--- src/rtl/mash111_ratio_gen_if.sv ---
// mash111_ratio_gen_if: frequency-word load/advance controls and ratio output of the MASH 1-1-1 ratio generator
interface mash111_ratio_gen_if #(
    parameter int FRAC_W = 16,
    parameter int INT_W  = 8
);
    logic              en;
    logic              load;
    logic [INT_W-1:0]  int_in;
    logic [FRAC_W-1:0] frac_in;
    logic [INT_W:0]    div_ratio;
    logic              valid;

    modport master (output en, load, int_in, frac_in, input div_ratio, valid);
    modport slave  (input en, load, int_in, frac_in, output div_ratio, valid);
endinterface

--- src/rtl/mash111_ratio_gen.sv ---
// mash111_ratio_gen: 3rd-order MASH 1-1-1 modulator producing N_int + y per divider cycle; MASH_DITHER_EN adds LFSR carry-in dither
module mash111_ratio_gen #(
    parameter int FRAC_W = 16,
    parameter int INT_W  = 8,
    parameter int LFSR_W = 15
) (
    input logic clk,
    input logic rst,
    mash111_ratio_gen_if.slave bus
);
    logic [FRAC_W-1:0] e1, e2, e3, frac_q;
    logic [INT_W-1:0]  int_q;
    logic              c2d1, c3d1, c3d2;
    logic              cin;
    logic [FRAC_W:0]   s1, s2, s3;
    logic signed [3:0] y;
    logic signed [INT_W+1:0] sum;
    logic [INT_W:0]    ratio_next;

    if (LFSR_W < 2) begin : g_lfsr_w_chk
        $error("LFSR_W must be at least 2");
    end

`ifdef MASH_DITHER_EN
    logic [LFSR_W-1:0] lfsr;
    assign cin = lfsr[0];
    // Fibonacci LFSR x^15+x^14+1, stepping with the modulator
    always_ff @(posedge clk) begin
        if (!rst)
            lfsr <= LFSR_W'(1);
        else if (bus.en)
            lfsr <= {lfsr[LFSR_W-2:0], lfsr[LFSR_W-1] ^ lfsr[LFSR_W-2]};
    end
`else
    assign cin = 1'b0;
`endif

    // Chained accumulators, noise-cancelling recombination and clamp to the unsigned ratio range
    always_comb begin
        s1 = {1'b0, e1} + {1'b0, frac_q} + {{FRAC_W{1'b0}}, cin};
        s2 = {1'b0, e2} + {1'b0, s1[FRAC_W-1:0]};
        s3 = {1'b0, e3} + {1'b0, s2[FRAC_W-1:0]};
        y = 4'(s1[FRAC_W]) + 4'(s2[FRAC_W]) - 4'(c2d1) + 4'(s3[FRAC_W])
            - {2'b00, c3d1, 1'b0} + 4'(c3d2);
        sum = $signed({2'b00, int_q}) + (INT_W+2)'(y);
        ratio_next = sum[INT_W+1] ? '0 : sum[INT_W:0];
    end

    // Shadow word capture and modulator state advance; reset wins over load and en
    always_ff @(posedge clk) begin
        if (!rst) begin
            e1 <= '0;
            e2 <= '0;
            e3 <= '0;
            int_q <= '0;
            frac_q <= '0;
            c2d1 <= 1'b0;
            c3d1 <= 1'b0;
            c3d2 <= 1'b0;
            bus.div_ratio <= '0;
            bus.valid <= 1'b0;
        end else begin
            if (bus.load) begin
                int_q <= bus.int_in;
                frac_q <= bus.frac_in;
            end
            if (bus.en) begin
                e1 <= s1[FRAC_W-1:0];
                e2 <= s2[FRAC_W-1:0];
                e3 <= s3[FRAC_W-1:0];
                c2d1 <= s2[FRAC_W];
                c3d1 <= s3[FRAC_W];
                c3d2 <= c3d1;
                bus.div_ratio <= ratio_next;
            end
            bus.valid <= bus.en;
        end
    end
endmodule

--- src/flat_wrapper.sv ---
// flat-port wrapper written by rule: the top's interface ports become plain ports
module mash111_ratio_gen_flat 
#(
    parameter int FRAC_W = 16,
    parameter int INT_W  = 8,
    parameter int LFSR_W = 15
)
  (clk, rst, bus_en, bus_load, bus_int_in, bus_frac_in, bus_div_ratio, bus_valid);
  mash111_ratio_gen_if #(.FRAC_W(FRAC_W), .INT_W(INT_W)) bus_i ();
  input logic clk;
  input logic rst;
  input wire logic [$bits(bus_i.en)-1:0] bus_en;
  input wire logic [$bits(bus_i.load)-1:0] bus_load;
  input wire logic [$bits(bus_i.int_in)-1:0] bus_int_in;
  input wire logic [$bits(bus_i.frac_in)-1:0] bus_frac_in;
  output wire logic [$bits(bus_i.div_ratio)-1:0] bus_div_ratio;
  output wire logic [$bits(bus_i.valid)-1:0] bus_valid;
  assign bus_i.en = bus_en;
  assign bus_i.load = bus_load;
  assign bus_i.int_in = bus_int_in;
  assign bus_i.frac_in = bus_frac_in;
  assign bus_div_ratio = bus_i.div_ratio;
  assign bus_valid = bus_i.valid;
  mash111_ratio_gen #(.FRAC_W(FRAC_W), .INT_W(INT_W), .LFSR_W(LFSR_W)) u_core (.clk(clk), .rst(rst), .bus(bus_i));
endmodule
--- config.mk ---
export PLATFORM = sky130hd
export DESIGN_NAME = mash111_ratio_gen_flat
export DESIGN_NICKNAME = d
export VERILOG_FILES = /design/src/rtl/mash111_ratio_gen_if.sv /design/src/rtl/mash111_ratio_gen.sv /design/src/flat_wrapper.sv
export SDC_FILE = /design/constraint.sdc
export NUM_CORES = 1
export LEC_CHECK = 0
export BUFFER_PORTS_ARGS = -buffer_cell sky130_fd_sc_hd__buf_4
export CORE_ASPECT_RATIO = 2
export CORE_MARGIN = 4
export CORE_UTILIZATION = 28
export DETAILED_ROUTE_END_ITERATION = 8
export SYNTH_ARGS = -nofsm -noshare
export SYNTH_HDL_FRONTEND = slang
export SYNTH_SLANG_ARGS = --single-unit
--- constraint.sdc ---
create_clock -name clk -period 7.3 [get_ports clk]
set_input_delay 1.46 -clock clk [delete_from_list [all_inputs] [get_ports clk]]
set_output_delay 1.46 -clock clk [all_outputs]
set_load 0.02 [all_outputs]
## After elaboration in Yosys (flattened, before gate mapping)

Cells that the tools add are included.

| cells by class | value |
|---|---|
| add/sub/neg operators | 9 |
| multiplexer cells | 1 |

Operators by type and width:

| operator | count |
|---|---|
| adder 16 x 16 -> 17 bit | 3 |
| adder 9 x 4 -> 10 bit | 1 |
| 2-to-1 mux 9 bit | 1 |
| adder 4 x 1 -> 4 bit | 2 |
| subtractor 4 x 1 -> 4 bit | 1 |
| subtractor 4 x 2 -> 4 bit | 1 |
| adder 1 x 1 -> 2 bit | 1 |

| storage, ports and cells | value |
|---|---|
| register bits after elaboration | 85 |
| word-level logic and storage cells | 20 |

## Depth between registers and ports, before layout

| logic depth | value |
|---|---|
| depth after elaboration | 9 |
| gate-level depth with buffers | 35 |
| depth with buffers taken out | 34 |

## Worst setup path after synthesis

No wires, ideal clock.

| timing path | value |
|---|---|
| path kind | register to register |
| start point | register u_core.frac_q[1] |
| end point | register u_core.bus.div_ratio[0] |
| setup time | 0.117 ns |
| arrival time | 7.325 ns |
| required time | 7.183 ns |
| path slack | -0.143 ns |
| cell stages (with the launch flop) | 35 |
| buffers on the path | 1 |
| period minus slack after synthesis | 7.443 ns |
| path through | dfxtp_1 -> ha_1 -> a211oi_1 -> o21ai_0 -> a311o_1 -> a21o_1 -> a211o_1 -> and2_1 -> ha_1 -> clkbuf_1 -> a21o_1 -> a31o_2 -> or3_1 -> and2_1 -> ha_1 -> a21oi_1 -> o211ai_1 -> a21oi_1 -> o31ai_1 -> a221o_1 -> a21oi_1 -> ha_1 -> inv_1 -> fa_1 -> ha_1 -> inv_1 -> ha_1 -> inv_1 -> ha_1 -> nand3_1 -> a21boi_0 -> o21ai_0 -> a21oi_1 -> xnor2_1 -> a32o_1 |

| between the ends | value |
|---|---|
| elaborated cells between the ends (all ways) | 10 |

RTL lines:

| what | RTL line | RTL |
|---|---|---|
| start, declared | mash111_ratio_gen.sv:11 | `logic [FRAC_W-1:0] e1, e2, e3, frac_q;` |
| start signal, assigned | mash111_ratio_gen.sv:65 | `frac_q <= bus.frac_in;` |
| adder 16 x 16 -> 17 bit | mash111_ratio_gen.sv:40 | `s1 = {1'b0, e1} + {1'b0, frac_q} + {{FRAC_W{1'b0}}, cin};` |
| via u_core.s1[9] | mash111_ratio_gen.sv:15 | `logic [FRAC_W:0] s1, s2, s3;` |
| adder 16 x 16 -> 17 bit | mash111_ratio_gen.sv:41 | `s2 = {1'b0, e2} + {1'b0, s1[FRAC_W-1:0]};` |
| via u_core.s2[10] | mash111_ratio_gen.sv:15 |  |
| adder 16 x 16 -> 17 bit | mash111_ratio_gen.sv:42 | `s3 = {1'b0, e3} + {1'b0, s2[FRAC_W-1:0]};` |
| adder 4 x 1 -> 4 bit | mash111_ratio_gen.sv:43 | `y = 4'(s1[FRAC_W]) + 4'(s2[FRAC_W]) - 4'(c2d1) + 4'(s3[FRAC_W])` |
| subtractor 4 x 2 -> 4 bit | mash111_ratio_gen.sv:44 | `- {2'b00, c3d1, 1'b0} + 4'(c3d2);` |
| adder 4 x 1 -> 4 bit | mash111_ratio_gen.sv:44 |  |
| adder 9 x 4 -> 10 bit | mash111_ratio_gen.sv:45 | `sum = $signed({2'b00, int_q}) + (INT_W+2)'(y);` |
| 2-to-1 mux 9 bit | mash111_ratio_gen.sv:46 | `ratio_next = sum[INT_W+1] ? '0 : sum[INT_W:0];` |
| end signal, assigned | mash111_ratio_gen.sv:74 | `bus.div_ratio <= ratio_next;` |
| end, declared | mash111_ratio_gen_if.sv:14 | `modport slave (input en, load, int_in, frac_in, output div_ratio, valid);` |

The timed path passes the listed nets, and every way through them passes these cells.
A chain may end at the register's enable or synchronous reset.

## Worst setup path in the final report

| timing path | value |
|---|---|
| start point | register u_core.e1[1] |
| end point | register u_core.bus.div_ratio[6] |

| between the ends | value |
|---|---|
| elaborated cells between the ends (all ways) | 10 |

RTL lines:

| what | RTL line | RTL |
|---|---|---|
| start, declared | mash111_ratio_gen.sv:11 |  |
| start signal, assigned | mash111_ratio_gen.sv:68 | `e1 <= s1[FRAC_W-1:0];` |
| adder 16 x 16 -> 17 bit | mash111_ratio_gen.sv:40 |  |
| via u_core.s1[9] | mash111_ratio_gen.sv:15 |  |
| adder 16 x 16 -> 17 bit | mash111_ratio_gen.sv:41 |  |
| via u_core.s2[14] | mash111_ratio_gen.sv:15 |  |
| adder 16 x 16 -> 17 bit | mash111_ratio_gen.sv:42 |  |
| adder 4 x 1 -> 4 bit | mash111_ratio_gen.sv:43 |  |
| subtractor 4 x 2 -> 4 bit | mash111_ratio_gen.sv:44 |  |
| adder 4 x 1 -> 4 bit | mash111_ratio_gen.sv:44 |  |
| adder 9 x 4 -> 10 bit | mash111_ratio_gen.sv:45 |  |
| 2-to-1 mux 9 bit | mash111_ratio_gen.sv:46 |  |

The timed path passes the listed nets, and every way through them passes these cells.

==> Flow_metrics.wiki <==
{| class="wikitable"
! Metric !! Value
|-
| Ranking of synthesized cells by area || sky130_fd_sc_hd__dfxtp_1, sky130_fd_sc_hd__ha_1, sky130_fd_sc_hd__mux2i_1, sky130_fd_sc_hd__nor2_1, sky130_fd_sc_hd__a21oi_1
|-
| Hold path startpoint || u_core.e2[12]$_SDFFE_PN0P_
|-
| Slowest library cell on the worst path || sky130_fd_sc_hd__or4b_2
|-
| Most frequently used cell type in the post-synthesis netlist || sky130_fd_sc_hd__dfxtp_1
|-
| Endpoint required time on the critical path || 7.55 ns
|-
| Vertical die dimension || 214 um
|-
| Worst path buffer plus inverter count || 4
|-
| Number of fill cells in the layout || 2,127
|-
| TritonCTS clock tree || built
|-
| Pin count of the biggest net entering global routing || 64
|-
| Portion of synthesized cell area occupied by the leading cell type || 28.7%
|-
| Half-perimeter wire length after detailed placement || 11,100 um
|-
| Synth top cells by count || sky130_fd_sc_hd__dfxtp_1, sky130_fd_sc_hd__nor2_1, sky130_fd_sc_hd__ha_1
|-
| Kind of start point of the critical path || flip-flop
|-
| Avg WL per Cell || 14.5 um
|-
| Final clock skew || 0.00877 ns
|-
| Crit path DAT || 7.20 ns
|-
| CTS sink cnt || 85
|-
| Final Critical Period || 6.95 ns
|-
| Critical Path Fanout Max || 4
|-
| Kind of cell adding the most delay to the critical path || compound AO/OA/AOI/OAI gates
|-
| Crit path top cell by count || sky130_fd_sc_hd__ha_4
|-
| Hold_buf cts || 0
|-
| Number of I/O port buffers || 37
|-
| Die X-Extent || 111 um
|-
| Detailed-route DRC error count || 0
|-
| Number of warnings printed during yosys synthesis || 0
|-
| Type of the setup path with the least slack || flip-flop to flip-flop
|-
| Fraction of layout instances using a drive strength above 1 || 23.7%
|-
| Setup repair after global routing missed its margin || yes
|-
| Placeable core region || 20,900 sq um
|-
| Final worst slack || 0.351 ns
|-
| Final setup viols || 0
|-
| Hold Violations, Final || 0
|-
| Crit share post-route || 95.2%
|-
| Layout net count || 884
|-
| Number of placed instances with taps included || 1,040
|-
| Skew-Pair Late Insertion Delay || 0.36 ns
|-
| Slew headroom || 41.4%
|-
| Lkg Pwr || 3.39 nW
|-
| Total CTS buffers || 9
|-
| Level count of the clock H-tree || 3
|-
| Vias in the first global route || 5,509
|-
| Num rows || 75
|-
| PD cells || 229 nW/um^2
|-
| Async SR Flop Fraction || 0%
|-
| Num ports || 38
|-
| Total Wirelength || 15,400 um
|-
| Summed instance area of the synthesized netlist || 5930 sq um
|-
| Final Power || 0.00174 W
|-
| Final estimated routing congestion in global placement || 0.835
|-
| Combined global-route utilization of all metal layers || 13.2%
|-
| Wire length of the first global-routing pass || 25,700 um
|-
| Worst setup path start || u_core.e1[1]$_SDFFE_PN0P_
|-
| Highest cell delay on the worst timing path || 0.60 ns
|-
| Post-synthesis net count || 792
|-
| Source of the worst register-to-register timing path || u_core.e1[1]$_SDFFE_PN0P_
|-
| Maximum number of buffers from clock root to sink || 2
|-
| Violation count after the first detailed-routing iteration || 192
|-
| Unique masters post-synth || 61
|-
| Antenna violations before repair || 0
|-
| Die area || 23,700 sq um
|-
| Routed via count || 5,447
|-
| Predominant post-synthesis flop cell || sky130_fd_sc_hd__dfxtp_1
|-
| Maximum clock frequency || 0.144 GHz
|-
| Initial Utilization || 28.4%
|-
| Avg Synthesized Cell Area || 8.49 sq um
|-
| Count of antenna-violating nets left after detailed routing || 0
|-
| Number of violations of the max-capacitance limit || 0
|-
| Area delta synth->final || 27.9%
|-
| Library cell with the largest summed area after synthesis || sky130_fd_sc_hd__dfxtp_1
|-
| Initial DRT Pass Iterations || 6
|-
| Least-Margin Pin Slew || 0.880 ns
|-
| Run status || finished, final reports clean
|-
| Via density per instance || 5.11
|-
| Root Driver || sky130_fd_sc_hd__clkbuf_16
|-
| Instance count of the mapped netlist || 699
|-
| Final Max Slew Viols || 0
|-
| Overflow left after global routing || 0
|-
| Setup Slack @ Placement || -0.378 ns
|-
| Sequential-to-total area share from yosys stat || 28.7%
|-
| Register bit count reported by yosys || 85
|-
| EDFF count, synth || 0
|-
| Maximum VDD drop || 0.169 mV
|-
| Hold WC Path Type || flip-flop to flip-flop
|-
| Clock slew at the register clock pins of the worst setup and hold paths || 0.06 ns
|-
| Antenna diode count || 0
|-
| Category of the worst setup path capture point || flip-flop
|-
| Final standard cell count with taps included and fillers excluded || 1,065
|}
==> what timing repair did <==
item / in CTS / in global routing
resized for setup: 14 / 44
setup endpoints to repair: 9 / 9
buffers inserted: 1 / 9
pin swaps: 6 / 36
==> cell usage in the layout, fill, tap and decap left out, types with 5 or more instances in the layout <==
cell type,count
sky130_fd_sc_hd__and3_1,6
sky130_fd_sc_hd__nor2b_1,8
sky130_fd_sc_hd__nand3_1,30
sky130_fd_sc_hd__dfxtp_1,83
sky130_fd_sc_hd__ha_1,50
sky130_fd_sc_hd__o21ai_0,23
sky130_fd_sc_hd__xor2_1,10
sky130_fd_sc_hd__nor3_1,10
sky130_fd_sc_hd__o211ai_1,10
sky130_fd_sc_hd__a21oi_1,37
sky130_fd_sc_hd__clkbuf_16,9
sky130_fd_sc_hd__a31oi_1,6
sky130_fd_sc_hd__a311o_1,6
sky130_fd_sc_hd__inv_1,20
sky130_fd_sc_hd__a211oi_1,11
sky130_fd_sc_hd__ha_4,6
sky130_fd_sc_hd__a21o_1,11
sky130_fd_sc_hd__o21a_1,10
sky130_fd_sc_hd__o31a_1,5
sky130_fd_sc_hd__o21ai_1,5
sky130_fd_sc_hd__nor2_1,81
sky130_fd_sc_hd__a21oi_2,6
sky130_fd_sc_hd__o21bai_1,5
sky130_fd_sc_hd__buf_4,119
sky130_fd_sc_hd__mux2i_1,46
sky130_fd_sc_hd__or3_1,9
sky130_fd_sc_hd__xnor2_1,22
sky130_fd_sc_hd__and2_1,7
sky130_fd_sc_hd__nand4_1,8
sky130_fd_sc_hd__a32o_1,7
sky130_fd_sc_hd__nand2_1,28
==> flip-flops by register name, summed over array words and instances (netlist names) <==
signal,cells
u_core.e1,16
u_core.e2,16
u_core.e3,16
u_core.frac_q,16
u_core.bus.div_ratio,9
u_core.int_q,8
u_core.bus.valid,1
u_core.c2d1,1
u_core.c3d1,1
u_core.c3d2,1
==> logic make-up (layout without fill, tap and decap cells) <==
kind of cell,count (synthesis),after routing,synth area share (%)
xor gates and xnor gates,34,34,5.02
adders and majority gates,65,65,14.5
muxes,46,46,7.76
AOI/OAI and AO/OA,188,188,21.8
buffers and inverters,62,159,4.07
DFF,85,85,28.7
and+or+nand+nor,219,219,18.2
==> layer usage <==
metal,wire (um),GRT usage (%),vias up
met1,6160,13.9,2590
li1,-,-,2757
met4,544,6.46,0
met2,8420,25.4,64
met5,0,0,-
met3,285,2.03,36
==> through the flow <==
stage	setup TNS [ns]	util, %	hold slack (ns)	instance area, sq um
2_1_floorplan	0	-	0.450	5950
3_3_place_gp	-1.46	33.3	0.458	6960
3_5_place_dp	-2.84	33.3	0.467	6960
4_1_cts	0	35.0	0.476	7330
5_1_grt	0	36.3	0.489	7590
6_report	0	36.3	0.476	7590
==> power breakdown <==
part | total, W | internal, W | switching (W)
Sequential | 0.000556 | 0.000519 | 0.0000363
Clock | 0.000471 | 0.000274 | 0.000197
Combinational | 0.000711 | 0.000346 | 0.000365
Total | 0.00174 | 0.00114 | 0.000599
==> final timing paths <==
| kind | end | slack (ns) | depth (start not counted) |
|---|---|---|---|
| setup / recovery | u_core.bus.div_ratio[6]$_SDFFE_PN0P_ | 0.35 | 31 |
| hold / removal | u_core.e2[12]$_SDFFE_PN0P_ | 0.48 | 2 |
| hold reg to reg | u_core.e2[12]$_SDFFE_PN0P_ | 0.48 | 2 |
| setup reg to reg | u_core.bus.div_ratio[6]$_SDFFE_PN0P_ | 0.35 | 31 |
==> tightest hold or removal path, delay by kind of cell (launching register included) <==
| kind | cells | cell delay [ns] |
|---|---|---|
| AO/OA/AOI/OAI | 1 | 0.06 |
| flip-flops | 1 | 0.31 |
| AND/OR/NAND/NOR | 1 | 0.06 |
==> cell type report <==
| type | instances | area, sq um | area share, % |
|---|---|---|---|
| Inverter | 24 | 90.1 | 1.19 |
| Timing Repair Buffer | 119 | 893 | 11.8 |
| Clock inverter | 4 | 47.5 | 0.626 |
| Multi-Input combinational cell | 552 | 4270 | 56.3 |
| Clock buffer | 12 | 246 | 3.25 |
| Sequential cell | 85 | 1700 | 22.5 |
| Tap cell | 269 | 337 | 4.43 |
Note: power is estimated with default switching activity, not from simulation.
